File: src/rtl/breakout_pkg.sv
// Shared breakout definitions: screen geometry, ball/paddle sizes,
// the ball-motion state enum and the direction types.
package breakout_pkg;

    localparam int SCREEN_W  = 640;
    localparam int SCREEN_H  = 480;
    localparam int BALL_SIZE = 8;
    localparam int PADDLE_W  = 64;

    // Park position after reset: centred horizontally, resting on a paddle at y=296.
    localparam int BALL_RESET_X = SCREEN_W / 2 - BALL_SIZE / 2;
    localparam int BALL_RESET_Y = 288;

    typedef enum logic [1:0] {
        IDLE = 2'd0,
        MOVE = 2'd1,
        LOST = 2'd2
    } ball_state_t;

    typedef enum logic {
        DIR_RIGHT = 1'b0,
        DIR_LEFT  = 1'b1
    } x_dir_t;

    typedef enum logic {
        DIR_UP   = 1'b0,
        DIR_DOWN = 1'b1
    } y_dir_t;

endpackage

File: src/rtl/ball_motion.sv
// Per-frame ball motion engine: parks the ball on the paddle, moves it one
// step per frame, reflects off walls/paddle and pulses hit/miss.
module ball_motion #(
    parameter int SCREEN_W  = breakout_pkg::SCREEN_W,
    parameter int SCREEN_H  = breakout_pkg::SCREEN_H,
    parameter int BALL_SIZE = breakout_pkg::BALL_SIZE,
    parameter int PADDLE_W  = breakout_pkg::PADDLE_W,
    parameter int STEP      = 2
) (
    input  logic       clk,
    input  logic       reset,
    input  logic       frame_tick,
    input  logic       launch,
    input  logic       pause,
    input  logic [9:0] paddle_x,
    input  logic [9:0] paddle_y,
    output logic [9:0] ball_x,
    output logic [9:0] ball_y,
    output logic       hit,
    output logic       miss,
    output logic       active
);

    import breakout_pkg::*;

    // Compare constants are 11 bits wide so sums never wrap.
    localparam logic [10:0] STEP_W   = 11'(STEP);
    localparam logic [10:0] BALL_W   = 11'(BALL_SIZE);
    localparam logic [10:0] PAD_W    = 11'(PADDLE_W);
    localparam logic [10:0] X_MAX    = 11'(SCREEN_W - BALL_SIZE);
    localparam logic [10:0] Y_MAX    = 11'(SCREEN_H - BALL_SIZE);
    localparam logic [9:0]  STEP_10  = 10'(STEP);
    localparam logic [9:0]  BALL_10  = 10'(BALL_SIZE);
    localparam logic [9:0]  SNAP_OFS = 10'(PADDLE_W / 2 - BALL_SIZE / 2);
    localparam logic [9:0]  RESET_X  = 10'(BALL_RESET_X);
    localparam logic [9:0]  RESET_Y  = 10'(BALL_RESET_Y);

    ball_state_t state, state_next;
    x_dir_t      dx, dx_next, step_dx;
    y_dir_t      dy, dy_next, step_dy;
    logic [9:0]  x_next, y_next, step_x, step_y;
    logic        hit_next, miss_next, step_hit, step_miss;
    logic        over_paddle;

    always_ff @(posedge clk or posedge reset) begin
        if (reset) begin
            state  <= IDLE;
            ball_x <= RESET_X;
            ball_y <= RESET_Y;
            dx     <= DIR_RIGHT;
            dy     <= DIR_UP;
            hit    <= 1'b0;
            miss   <= 1'b0;
        end else begin
            state  <= state_next;
            ball_x <= x_next;
            ball_y <= y_next;
            dx     <= dx_next;
            dy     <= dy_next;
            hit    <= hit_next;
            miss   <= miss_next;
        end
    end

    assign active = (state == MOVE);

    assign over_paddle = (({1'b0, ball_x} + BALL_W) > {1'b0, paddle_x}) &&
                         ({1'b0, ball_x} < ({1'b0, paddle_x} + PAD_W));

    // One flight step; X and Y are independent so a corner reflects both axes.
    always_comb begin
        step_x    = ball_x;
        step_y    = ball_y;
        step_dx   = dx;
        step_dy   = dy;
        step_hit  = 1'b0;
        step_miss = 1'b0;

        if (dx == DIR_RIGHT) begin
            if (({1'b0, ball_x} + STEP_W) >= X_MAX) begin
                step_x  = X_MAX[9:0];
                step_dx = DIR_LEFT;
            end else begin
                step_x = ball_x + STEP_10;
            end
        end else begin
            if ({1'b0, ball_x} <= STEP_W) begin
                step_x  = 10'd0;
                step_dx = DIR_RIGHT;
            end else begin
                step_x = ball_x - STEP_10;
            end
        end

        if (dy == DIR_UP) begin
            if ({1'b0, ball_y} <= STEP_W) begin
                step_y  = 10'd0;
                step_dy = DIR_DOWN;
            end else begin
                step_y = ball_y - STEP_10;
            end
        end else if ((({1'b0, ball_y} + BALL_W) <= {1'b0, paddle_y}) &&
                     (({1'b0, ball_y} + BALL_W + STEP_W) >= {1'b0, paddle_y}) &&
                     over_paddle) begin
            step_y   = paddle_y - BALL_10;
            step_dy  = DIR_UP;
            step_hit = 1'b1;
        end else if (({1'b0, ball_y} + STEP_W) >= Y_MAX) begin
            step_y    = Y_MAX[9:0];
            step_miss = 1'b1;
        end else begin
            step_y = ball_y + STEP_10;
        end
    end

    always_comb begin
        state_next = state;
        x_next     = ball_x;
        y_next     = ball_y;
        dx_next    = dx;
        dy_next    = dy;
        hit_next   = 1'b0;
        miss_next  = 1'b0;

        unique case (state)
            IDLE: begin
                if (frame_tick) begin
                    x_next = paddle_x + SNAP_OFS;
                    y_next = paddle_y - BALL_10;
                end
                if (launch) begin
                    state_next = MOVE;
                    dx_next    = DIR_RIGHT;
                    dy_next    = DIR_UP;
                end
            end
            MOVE: begin
                if (frame_tick && !pause) begin
                    x_next    = step_x;
                    y_next    = step_y;
                    dx_next   = step_dx;
                    dy_next   = step_dy;
                    hit_next  = step_hit;
                    miss_next = step_miss;
                    if (step_miss) begin
                        state_next = LOST;
                    end
                end
            end
            LOST: begin
                if (frame_tick) begin
                    state_next = IDLE;
                    dx_next    = DIR_RIGHT;
                    dy_next    = DIR_UP;
                end
            end
            default: begin
                state_next = IDLE;
            end
        endcase
    end

endmodule
File: config.mk
export PLATFORM = sky130hd
export DESIGN_NAME = ball_motion
export DESIGN_NICKNAME = d
export VERILOG_FILES = /design/src/rtl/breakout_pkg.sv /design/src/rtl/ball_motion.sv
export SDC_FILE = /design/constraint.sdc
export NUM_CORES = 1
export LEC_CHECK = 0
export ABC_AREA = 1
export ABC_CLOCK_PERIOD_IN_PS = 3300
export CAP_MARGIN = 20
export CORE_MARGIN = 2
export CORE_UTILIZATION = 57
export CTS_CLUSTER_DIAMETER = 120
export DETAILED_ROUTE_END_ITERATION = 10
export PLACE_DENSITY = 0.88
export SKIP_LAST_GASP = 1
export SLEW_MARGIN = 25
export SYNTH_ARGS = -nofsm -noshare
export SYNTH_HDL_FRONTEND = slang
export SYNTH_SLANG_ARGS = --single-unit
File: constraint.sdc
create_clock -name clk -period 3.3 [get_ports clk]
set_input_delay 0.33 -clock clk [delete_from_list [all_inputs] [get_ports clk]]
set_output_delay 0.33 -clock clk [all_outputs]
set_load 0.01 [all_outputs]
==> metrics.log <==
INFO  metric synth_cell_types = 42
INFO  metric avgRoutedWirePerCell = 15.1 um
INFO  metric seq_total_area_yosys = 17.4%
INFO  metric height_of_the_chip = 85.6 um
INFO  metric worstSetupPathDepth = 16
INFO  metric antenna_found_initial = 0
INFO  metric die_area = 7320 sq um
INFO  metric drt-total-wl = 10,800 um
INFO  metric synth.mux.area_fraction = 0%
INFO  metric cts_max_path_buffers = 2
INFO  metric max_rail_drop_vdd = 563 uV
INFO  metric maximum_number_of_pins_on_one_net_before_global_route_repair = 27
INFO  metric number_of_violations_reported_at_the_end_of_detailed_routing_iteration_0 = 391
INFO  metric skew = 0.00740 ns
INFO  metric post_route_fraction_of_the_period_consumed_by_the_critical_path = 93.6%
INFO  metric globalRoute.totalOverflow = 0
INFO  metric detail_route.vias_per_cell = 5.66
INFO  metric final_nets = 713
INFO  metric synth-adder-area-share = 16.5%
INFO  metric number_of_remaining_drc_errors = 0
INFO  metric tritoncts = built
INFO  metric critical_setup_path_class = reg -> reg
INFO  metric hold_viol = 0
INFO  metric worstSkewPairLatency = 0.28 ns
INFO  metric areal_power_density_over_the_cells = 954 nW/um^2
INFO  metric slowest_library_cell_on_the_worst_path = sky130_fd_sc_hd__dfstp_2
INFO  metric drv_cap = 0
INFO  metric mappedNetlistArea = 3790 sq um
INFO  metric routed-via-count = 4,042
INFO  metric antenna-diode-count = 0
INFO  metric cts_hold_buf = 0
INFO  metric final_number_of_max_transition_violations = 0
INFO  metric syn_nets = 663
INFO  metric grt_use_total = 29.4%
INFO  metric critPathMaxFanout = 14
INFO  metric first_pass_iters = 6
INFO  metric total_leakage_power = 0.00224 uW
INFO  metric fillers = 554
INFO  metric synth_edf_count = 0
INFO  metric grt_pass1_wl = 17,600 um
INFO  metric most_frequent_cell_on_the_critical_path = sky130_fd_sc_hd__nand2_1
INFO  metric post-synth-top-count-cell = sky130_fd_sc_hd__nand2_1
INFO  metric finalWorstPathRequiredPeriod = 3.09 ns
INFO  metric synth_top_family_by_area = simple AND/OR/NAND/NOR gates
INFO  metric layout-drive-gt1-share = 8.79%
INFO  metric worst-r2r-cell-count = 16
INFO  metric synth_top_area_share = 16.5%
INFO  metric relSlewSlack = 49.0%
INFO  metric total_power = 4260 uW
INFO  metric worstSetupEndpointType = register
INFO  metric synth_warnings = 0
INFO  metric synth_async_sr_flop_share = 100%
INFO  metric worst-endpoint-arrival = 3.25 ns
INFO  metric placementRows = 29
INFO  metric cts_inserted_buffers = 3
INFO  metric setup-tns-final = 0 ns
INFO  metric placed_cells = 703
INFO  metric die_width = 85.6 um
INFO  metric worst_case_setup_margin_in_the_final_layout = 0.213 ns
INFO  metric worst_path_dominant_cell_family = simple AND/OR/NAND/NOR gates
INFO  metric finalSetupViolCount = 0
INFO  metric crit_chain = inv_1 > nand2_1 > nand2_1 > nor3_1 > nand3_1 > xnor2_1 > ha_1 > o21a_1 > nand2_1 > nand3_2 > nand2_2 > clkinv_4 > nand3_4 > nand3_2 > a21oi_1 > o21ai_1
INFO  metric start_util = 59.4%
INFO  metric cts.root.buffer_cell = sky130_fd_sc_hd__clkbuf_8
INFO  metric synth-compound-area-share = 14.2%
INFO  metric synth.area.top_cells = sky130_fd_sc_hd__ha_1 16%, sky130_fd_sc_hd__nand2_1 15%, sky130_fd_sc_hd__dfrtp_1 13%, sky130_fd_sc_hd__inv_1 7.4%, sky130_fd_sc_hd__xor2_1 6.2%
INFO  metric core_area = 6390 sq um
INFO  metric clkTransAtPathRegs = 0.10 ns
INFO  metric h-tree-depth = 1
INFO  metric synth_simple_gate_area_share = 32.2%
INFO  metric pin_count = 48
INFO  metric port_buffers = 47
INFO  metric cp_data_required_time = 3.46 ns
INFO  metric yosys.area.top_type = sky130_fd_sc_hd__ha_1
INFO  metric vias_in_the_first_global_route = 3,682
INFO  metric holdCritPathClass = in -> async
INFO  metric worst-slew-pin-transition = 0.763 ns
INFO  metric cell_count_final_fillers_out = 714
INFO  metric postSynthRegisterBits = 26
INFO  metric netlist_instances = 588
INFO  metric synthXorXnorAreaFrac = 8.97%
INFO  metric gp_congestion = 0.969
INFO  metric critical_path.startpoint_type = register
INFO  metric pre_cts_ws = 0.156 ns
INFO  metric dpl.hpwl = 8540 um
INFO  metric ys_top_cells_by_count = 150 x sky130_fd_sc_hd__nand2_1, 75 x sky130_fd_sc_hd__inv_1, 50 x sky130_fd_sc_hd__ha_1, 50 x sky130_fd_sc_hd__nor2_1, 39 x sky130_fd_sc_hd__a21oi_1
INFO  metric synthFlopType = sky130_fd_sc_hd__dfrtp_1
INFO  metric run_status = finished, final reports clean
INFO  metric syn-mean-instance-area = 6.45 sq um
INFO  metric area_added_between_synthesis_and_finish = 17.8%
INFO  metric cts.sink_count = 26
INFO  metric drt.antenna.violating_nets = 0
INFO  metric critical_path.n_buffers_inverters = 2
INFO  metric maxClockFrequency = 0.324 GHz
INFO  metric critPathMaxStageDelay = 0.64 ns
kinds of logic (layout without fill, tap and decap cells):
family	after synthesis	in the layout
DFF	26	26
xor gates and xnor gates	38	38
buffers and inverters	102	151
and+or+nand+nor	274	274
AOI/OAI and AO/OA	98	98
adders and majority gates	50	50
final cells by class:
cell class / instances / area, sq um / share of cell area [%]
Clock buffer: 3 / 41.3 / 0.924
Multi-Input combinational cell: 460 / 2730 / 61.1
Inverter: 85 / 324 / 7.25
Tap cell: 77 / 96.3 / 2.16
Timing Repair Buffer: 62 / 583 / 13.0
Sequential cell: 26 / 662 / 14.8
Clock inverter: 1 / 30.0 / 0.672
power breakdown:
part	internal (uW)	switching, uW
combinational	1290	1930
clock	163	110
sequential	489	280
cells in the final DEF (no fill, tap or decap), types with 9 or more instances in the layout:
cell type / Yosys / routed
sky130_fd_sc_hd__nand2_1: 150 / 150
sky130_fd_sc_hd__inv_1: 75 / 74
sky130_fd_sc_hd__nor2_1: 50 / 50
sky130_fd_sc_hd__ha_1: 50 / 49
sky130_fd_sc_hd__clkdlybuf4s50_1: 0 / 47
sky130_fd_sc_hd__a21oi_1: 39 / 39
sky130_fd_sc_hd__nand3_1: 28 / 28
sky130_fd_sc_hd__xor2_1: 27 / 27
sky130_fd_sc_hd__o21ai_0: 24 / 24
sky130_fd_sc_hd__nand4_1: 19 / 19
sky130_fd_sc_hd__o21ai_1: 18 / 18
sky130_fd_sc_hd__dfrtp_1: 19 / 17
sky130_fd_sc_hd__buf_4: 1 / 15
sky130_fd_sc_hd__xnor2_1: 10 / 10
sky130_fd_sc_hd__inv_2: 8 / 9
layer usage:
| metal | vias up | global-route usage [%] | wire length, um |
|---|---|---|---|
| met1 | 1804 | 43.5 | 5010 |
| met2 | 201 | 45.7 | 4780 |
| met3 | 18 | 4.04 | 831 |
| li1 | 2019 | - | - |
| met4 | 0 | 5.92 | 147 |
| met5 | - | 0 | 0 |
worst reg2reg max path, delay by kind of cell, from the launching register on:
family                   cells  cell delay [ns]
XOR/XNOR                     1             0.16
buffers and inverters        2             0.19
flip-flops                   1             0.64
adder cells (fa/ha/maj)      1             0.29
AO/OA/AOI/OAI                3             0.39
AND/OR/NAND/NOR              9             1.33
stage by stage:
stage / util (%) / hold WS, ns / cell area, sq um
after detailed placement: 67.9 / 0.535 / 4340
after floorplan: - / 0.365 / 3790
after global routing: 70.0 / 0.490 / 4470
final: 70.0 / 0.409 / 4470
after global placement: 67.9 / 0.542 / 4340
after CTS: 69.0 / 0.549 / 4410
final timing paths:
| check | from | endpoint | slack [ns] |
|---|---|---|---|
| max | ball_y[5] | state[0] | 0.21 |
| min | reset | ball_y[2] | 0.41 |
| max reg2reg | ball_y[5] | state[0] | 0.21 |
| min reg2reg | ball_y[8] | ball_y[8] | 0.56 |
| max in group asynchronous | reset | ball_y[3] | 2.48 |
| min in group clk | ball_y[8] | ball_y[8] | 0.56 |
timing repair:
action | in CTS | in global routing
resized for setup | 0 | 4
setup buffers | 0 | 7
endpoints found under the setup margin | 0 | 11
state kept, by name, indices dropped and copies added, names as in the netlist:
| signal | flops |
|---|---|
| dy | 1 |
| ball_x | 10 |
| miss | 1 |
| state | 2 |
| dx | 1 |
| hit | 1 |
| ball_y | 10 |
No activity file was read; power rests on OpenSTA's default activity.
